File: src/rtl/parking_pkg.sv
// Shared definitions for the car sensor generator and the occupancy decoder:
// phase state encoding, per-direction a/b patterns and direction constants.
package parking_pkg;

  typedef enum logic [1:0] {
    ST_IDLE = 2'd0,
    ST_S1   = 2'd1,
    ST_S2   = 2'd2,
    ST_S3   = 2'd3
  } state_e;

  localparam logic DIR_ENTER = 1'b1;
  localparam logic DIR_EXIT  = 1'b0;

  // Patterns are {a, b}
  localparam logic [1:0] ENTER_S1 = 2'b10;
  localparam logic [1:0] ENTER_S2 = 2'b11;
  localparam logic [1:0] ENTER_S3 = 2'b01;
  localparam logic [1:0] EXIT_S1  = 2'b01;
  localparam logic [1:0] EXIT_S2  = 2'b11;
  localparam logic [1:0] EXIT_S3  = 2'b10;

  function automatic logic [1:0] phase_pattern(input state_e s, input logic d);
    logic [1:0] p;
    case (s)
      ST_S1:   p = (d == DIR_ENTER) ? ENTER_S1 : EXIT_S1;
      ST_S2:   p = (d == DIR_ENTER) ? ENTER_S2 : EXIT_S2;
      ST_S3:   p = (d == DIR_ENTER) ? ENTER_S3 : EXIT_S3;
      default: p = 2'b00;
    endcase
    return p;
  endfunction

  function automatic state_e next_phase(input state_e s);
    state_e n;
    case (s)
      ST_S1:   n = ST_S2;
      ST_S2:   n = ST_S3;
      default: n = ST_IDLE;
    endcase
    return n;
  endfunction

endpackage

File: src/rtl/car_sensor_gen_timer.sv
// Loadable phase down-counter. expire_o is high during the last cycle of a
// phase (count == 1); the count then idles at zero until the next load.
module sensor_phase_timer #(
  parameter int CNT_W = 8
) (
  input  logic             clk,
  input  logic             rst_n,
  input  logic             load_i,
  input  logic [CNT_W-1:0] load_val_i,
  output logic             expire_o
);

  logic [CNT_W-1:0] cnt_q;

  // Reload on phase entry, otherwise count down and stop at zero
  always_ff @(posedge clk or negedge rst_n) begin
    if (!rst_n) begin
      cnt_q <= '0;
    end else if (load_i) begin
      cnt_q <= load_val_i;
    end else if (cnt_q != '0) begin
      cnt_q <= cnt_q - 1'b1;
    end
  end

  assign expire_o = (cnt_q == CNT_W'(1));

endmodule

File: src/rtl/car_sensor_gen.sv
// Car pass waveform generator: plays one enter or exit a/b sequence per start.
// Optional contact chatter on each edge is enabled with SENSOR_BOUNCE_EN.
//
//   state   | meaning
//   IDLE    | ab=00, waiting for start
//   S1      | first sensor blocked
//   S2      | both sensors blocked
//   S3      | second sensor blocked only
module car_sensor_gen
  import parking_pkg::*;
#(
  parameter int CNT_W = 8
`ifdef SENSOR_BOUNCE_EN
  ,
  parameter int BOUNCE_CYCLES = 4
`endif
) (
  input  logic             clk,
  input  logic             reset,
  input  logic             start,
  input  logic             dir,
  input  logic [CNT_W-1:0] hold,
  input  logic             abort,
  output logic             a,
  output logic             b,
  output logic             busy,
  output logic             done
);

  state_e           state_q;
  logic             dir_q;
  logic [CNT_W-1:0] hold_q;
  logic [1:0]       pat_q;
  logic             busy_q;
  logic             done_q;

  logic             start_acc;
  logic             kill;
  logic             step;
  state_e           nxt_state;
  logic [1:0]       nxt_pat;
  logic [CNT_W-1:0] hold_eff;
  logic             tmr_expire;

  assign hold_eff  = (hold == '0) ? CNT_W'(1) : hold;
  assign start_acc = (state_q == ST_IDLE) && start && !abort;
  assign kill      = (state_q != ST_IDLE) && abort;

  // Decide whether this edge moves to a new phase, and its pattern
  always_comb begin
    step      = 1'b0;
    nxt_state = state_q;
    nxt_pat   = 2'b00;
    if (start_acc) begin
      step      = 1'b1;
      nxt_state = ST_S1;
      nxt_pat   = phase_pattern(ST_S1, dir);
    end else if (state_q != ST_IDLE && !abort && tmr_expire) begin
      step      = 1'b1;
      nxt_state = next_phase(state_q);
      nxt_pat   = phase_pattern(nxt_state, dir_q);
    end
  end

  sensor_phase_timer #(.CNT_W(CNT_W)) u_timer (
    .clk        (clk),
    .rst_n      (reset),
    .load_i     (step),
    .load_val_i (start_acc ? hold_eff : hold_q),
    .expire_o   (tmr_expire)
  );

  // Sequencer FSM with registered pattern, busy and done
  always_ff @(posedge clk or negedge reset) begin
    if (!reset) begin
      state_q <= ST_IDLE;
      dir_q   <= 1'b0;
      hold_q  <= '0;
      pat_q   <= 2'b00;
      busy_q  <= 1'b0;
      done_q  <= 1'b0;
    end else begin
      done_q <= 1'b0;
      if (kill) begin
        state_q <= ST_IDLE;
        pat_q   <= 2'b00;
        busy_q  <= 1'b0;
      end else if (step) begin
        state_q <= nxt_state;
        pat_q   <= nxt_pat;
        busy_q  <= (nxt_state != ST_IDLE);
        done_q  <= (nxt_state == ST_IDLE);
        if (start_acc) begin
          dir_q  <= dir;
          hold_q <= hold_eff;
        end
      end
    end
  end

`ifdef SENSOR_BOUNCE_EN
  localparam int BW = $clog2(BOUNCE_CYCLES + 1);

  logic [BW-1:0] bnc_q;
  logic [1:0]    chg_q;
  logic [1:0]    out_q;

  // Chatter the changing output against the clean pattern; abort goes straight to 00
  always_ff @(posedge clk or negedge reset) begin
    if (!reset) begin
      bnc_q <= '0;
      chg_q <= 2'b00;
      out_q <= 2'b00;
    end else if (kill) begin
      bnc_q <= '0;
      chg_q <= 2'b00;
      out_q <= 2'b00;
    end else if (step) begin
      out_q <= nxt_pat;
      chg_q <= nxt_pat ^ pat_q;
      bnc_q <= (nxt_pat != pat_q) ? BW'(BOUNCE_CYCLES) : '0;
    end else if (bnc_q != '0) begin
      bnc_q <= bnc_q - 1'b1;
      out_q <= (bnc_q == BW'(1)) ? pat_q : (out_q ^ chg_q);
    end
  end

  assign a = out_q[1];
  assign b = out_q[0];
`else
  assign a = pat_q[1];
  assign b = pat_q[0];
`endif

  assign busy = busy_q;
  assign done = done_q;

endmodule
File: config.mk
export PLATFORM = sky130hd
export DESIGN_NAME = car_sensor_gen
export DESIGN_NICKNAME = d
export VERILOG_FILES = /design/src/rtl/parking_pkg.sv /design/src/rtl/car_sensor_gen_timer.sv /design/src/rtl/car_sensor_gen.sv
export SDC_FILE = /design/constraint.sdc
export NUM_CORES = 1
export LEC_CHECK = 0
export CAP_MARGIN = 15
export CORE_MARGIN = 2
export CORE_UTILIZATION = 53
export DETAILED_ROUTE_END_ITERATION = 10
export GPL_TIMING_DRIVEN = 0
export PLACE_DENSITY = 0.86
export SYNTH_ARGS = -nofsm -noshare
export SYNTH_HDL_FRONTEND = slang
export SYNTH_SLANG_ARGS = --single-unit
File: constraint.sdc
create_clock -name clk -period 1.9 [get_ports clk]
set_input_delay 0.475 -clock clk [delete_from_list [all_inputs] [get_ports clk]]
set_output_delay 0.475 -clock clk [all_outputs]
set_load 0.02 [all_outputs]
==> reports/summary.txt <==
Fmax - 0.535 GHz
Sequential fraction of the synthesis area - 48.0%
Core box area - 2170 sq um
Starting Density - 55.2%
Pwr/cell area - 1340 nW/um^2
Ys async rst share - 100%
Critical path endpoint category - register
Clk Tree Root Cell - clkbuf_4
CTS buffer count - 3
Tmin final - 1870 ps
Setup slack, reg-to-reg - 30 ps
Distinct cells, synth - 32
Die X - 51.6 microns
Placed cells - 156
Relative slew slack - 31.7%
Post-Route WL - 2.45 mm
Max VDD drop - 0.694 mV
CTS Sinks - 23
Final core utilization - 66.3%
Commonest cells in the netlist - dfrtp_1 (23), nand2_1 (9), o21ai_0 (9), mux2_2 (8), nor2_1 (7)
Row count - 17
EDFF count, synth - 0
TNS Setup - 0 ps
Design Power - 1.92 mW
Worst EP arrival - 2090 ps
H-tree Lvls - 1
I/O Pins - 17
Tightest Pin Transition - 1020 ps
IO Port Bufs - 16
Vias in the first global route - 905
Area Overhead vs Synth - 20.0%
Longest Clk Path Bufs - 2
Worst EP required - 2120 ps
Max Fanout on Critical Path - 5
Fin. Hold Viols - 0
Outcome - complete, no violations
GRT Total Usage - 21.0%
DR vias/cell - 5.62
Largest cells by area after synthesis - dfrtp_1 (48%), mux2_2 (7.5%), ha_1 (6.3%)
Global-route wire length before repair - 4.06 mm
Die height - 51.6 microns
HP Class - register to register
Initial antenna violation count - 0
RePlAce Congestion - 0.818
Synthesized area per cell - 10.7 sq um
Synth warn - 0
Reg clk slew, reported paths - 120 ps
Count of antenna diodes in the layout - 0
Max cap viols - 0
WS Path Type - register to register
Period Utilization, post-route - 98.4%
Yosys top cell area share - 48.0%
Largest net degree at the start of global routing - 24
Vias - 905
Fraction of layout cells with a size suffix above 1 - 15.0%
Cells after synthesis - 112
Non-filler cells, final - 161
CTS tree - built
Total iterations of the first detailed-routing run - 4
RSZ-0062 raised after global routing - true
Mapped Area - 1200 sq um
Total grt overflow - 0
Iter 0 DRT Violations - 23
Skew-Pair Late Insertion Delay - 310 ps
Post-layout net count - 153
Yosys top cell by area - dfrtp_1
Hpwl dp - 1.85 mm
DR WL/cell - 15.2 microns
Final setup vio count - 0
Slew Limit Fails - 0
Final ANT Viol Nets - 0
P_leak - 0.632 nW
DRC violations left - 0
Yosys reg bits - 23
CP startpoint kind - register
Most frequent cell after synthesis - dfrtp_1
Net count after synthesis - 131
Most used DFF post-synth - dfrtp_1
Worst Skew - 7.36 ps
Total die area - 2660 sq um
[worst max-delay path: stages (launching register included)]
cell and delay (ps):
dfrtp_1 410, inv_1 80, ha_1 250, and3b_1 250, a31oi_1 400, mux2_2 390
[placed cells by master, fill, tap and decap left out, drive strengths merged, types with 4 or more instances in the layout]
master,n
buf,4
a21oi,6
clkdlybuf4s50,16
nor2,7
nand2,9
clkbuf,4
dfrtp,23
o21ai,9
nor3,4
inv,6
ha,6
mux2,8
[routing by layer]
metal	vias up	GRT usage (%)	part of all wire, %
met4	0	10.1	2.1
met1	434	25.6	46
met2	20	35.9	50
met5	-	0	0
li1	446	-	-
met3	5	3.74	2.3
[through the flow]
step | setup slack [ps] | hold WS (ps) | cell area (sq um)
4_1_cts | 46.6 | 506 | 1420
6_report | 30.8 | 500 | 1440
3_3_place_gp | -269 | 465 | 1390
3_5_place_dp | -268 | 477 | 1390
2_1_floorplan | 274 | 179 | 1200
5_1_grt | -17.6 | 524 | 1440
[worst paths after layout]
kind	start	end	cells after the start
worst max-delay path	state_q[0]	u_timer.cnt_q[0]	5
worst min-delay path	busy	busy	1
worst max register to register	state_q[0]	u_timer.cnt_q[0]	5
worst min register to register	busy	busy	1
max in group asynchronous	reset	u_timer.cnt_q[4]	1
min in group asynchronous	reset	busy	1
[cells by family (layout without fill, tap and decap cells)]
logic type / after synthesis / in the layout / synth area share, %
compound gates: 29 / 29 / 15.8
fa+ha+maj: 6 / 6 / 6.26
simple gates: 32 / 32 / 15.3
xor+xnor: 3 / 3 / 2.19
mux: 10 / 10 / 9.19
flops: 23 / 23 / 48.0
buf+inv: 9 / 30 / 3.24
[registers in the layout, indices dropped and copies added, names as in the netlist]
signal / flops
hold_q: 8
pat_q: 2
u_timer.cnt_q: 8
busy: 1
state_q: 2
dir_q: 1
done: 1
[final cells by class]
type                       count  area, sq um
multi-input combinational     80          589
clock buffer                   4         26.3
sequential                    23          576
timing repair buffer          17          168
inverter                       6         22.5
fill                         162          731
tap                           28         35.0
buffer                         3         22.5
[what timing repair did]
| item | in CTS | in global routing |
|---|---|---|
| setup buffers | 0 | 1 |
| hold buffers | 0 | 0 |
| setup endpoints to repair | 0 | 8 |
| resized for setup | 0 | 5 |
[power breakdown]
group	switching [mW]	total, mW	internal, mW
combinational	0.407	0.807	0.400
clock	0.144	0.226	0.0820
sequential	0.187	0.892	0.706
No activity file was read; power rests on OpenSTA's default activity.
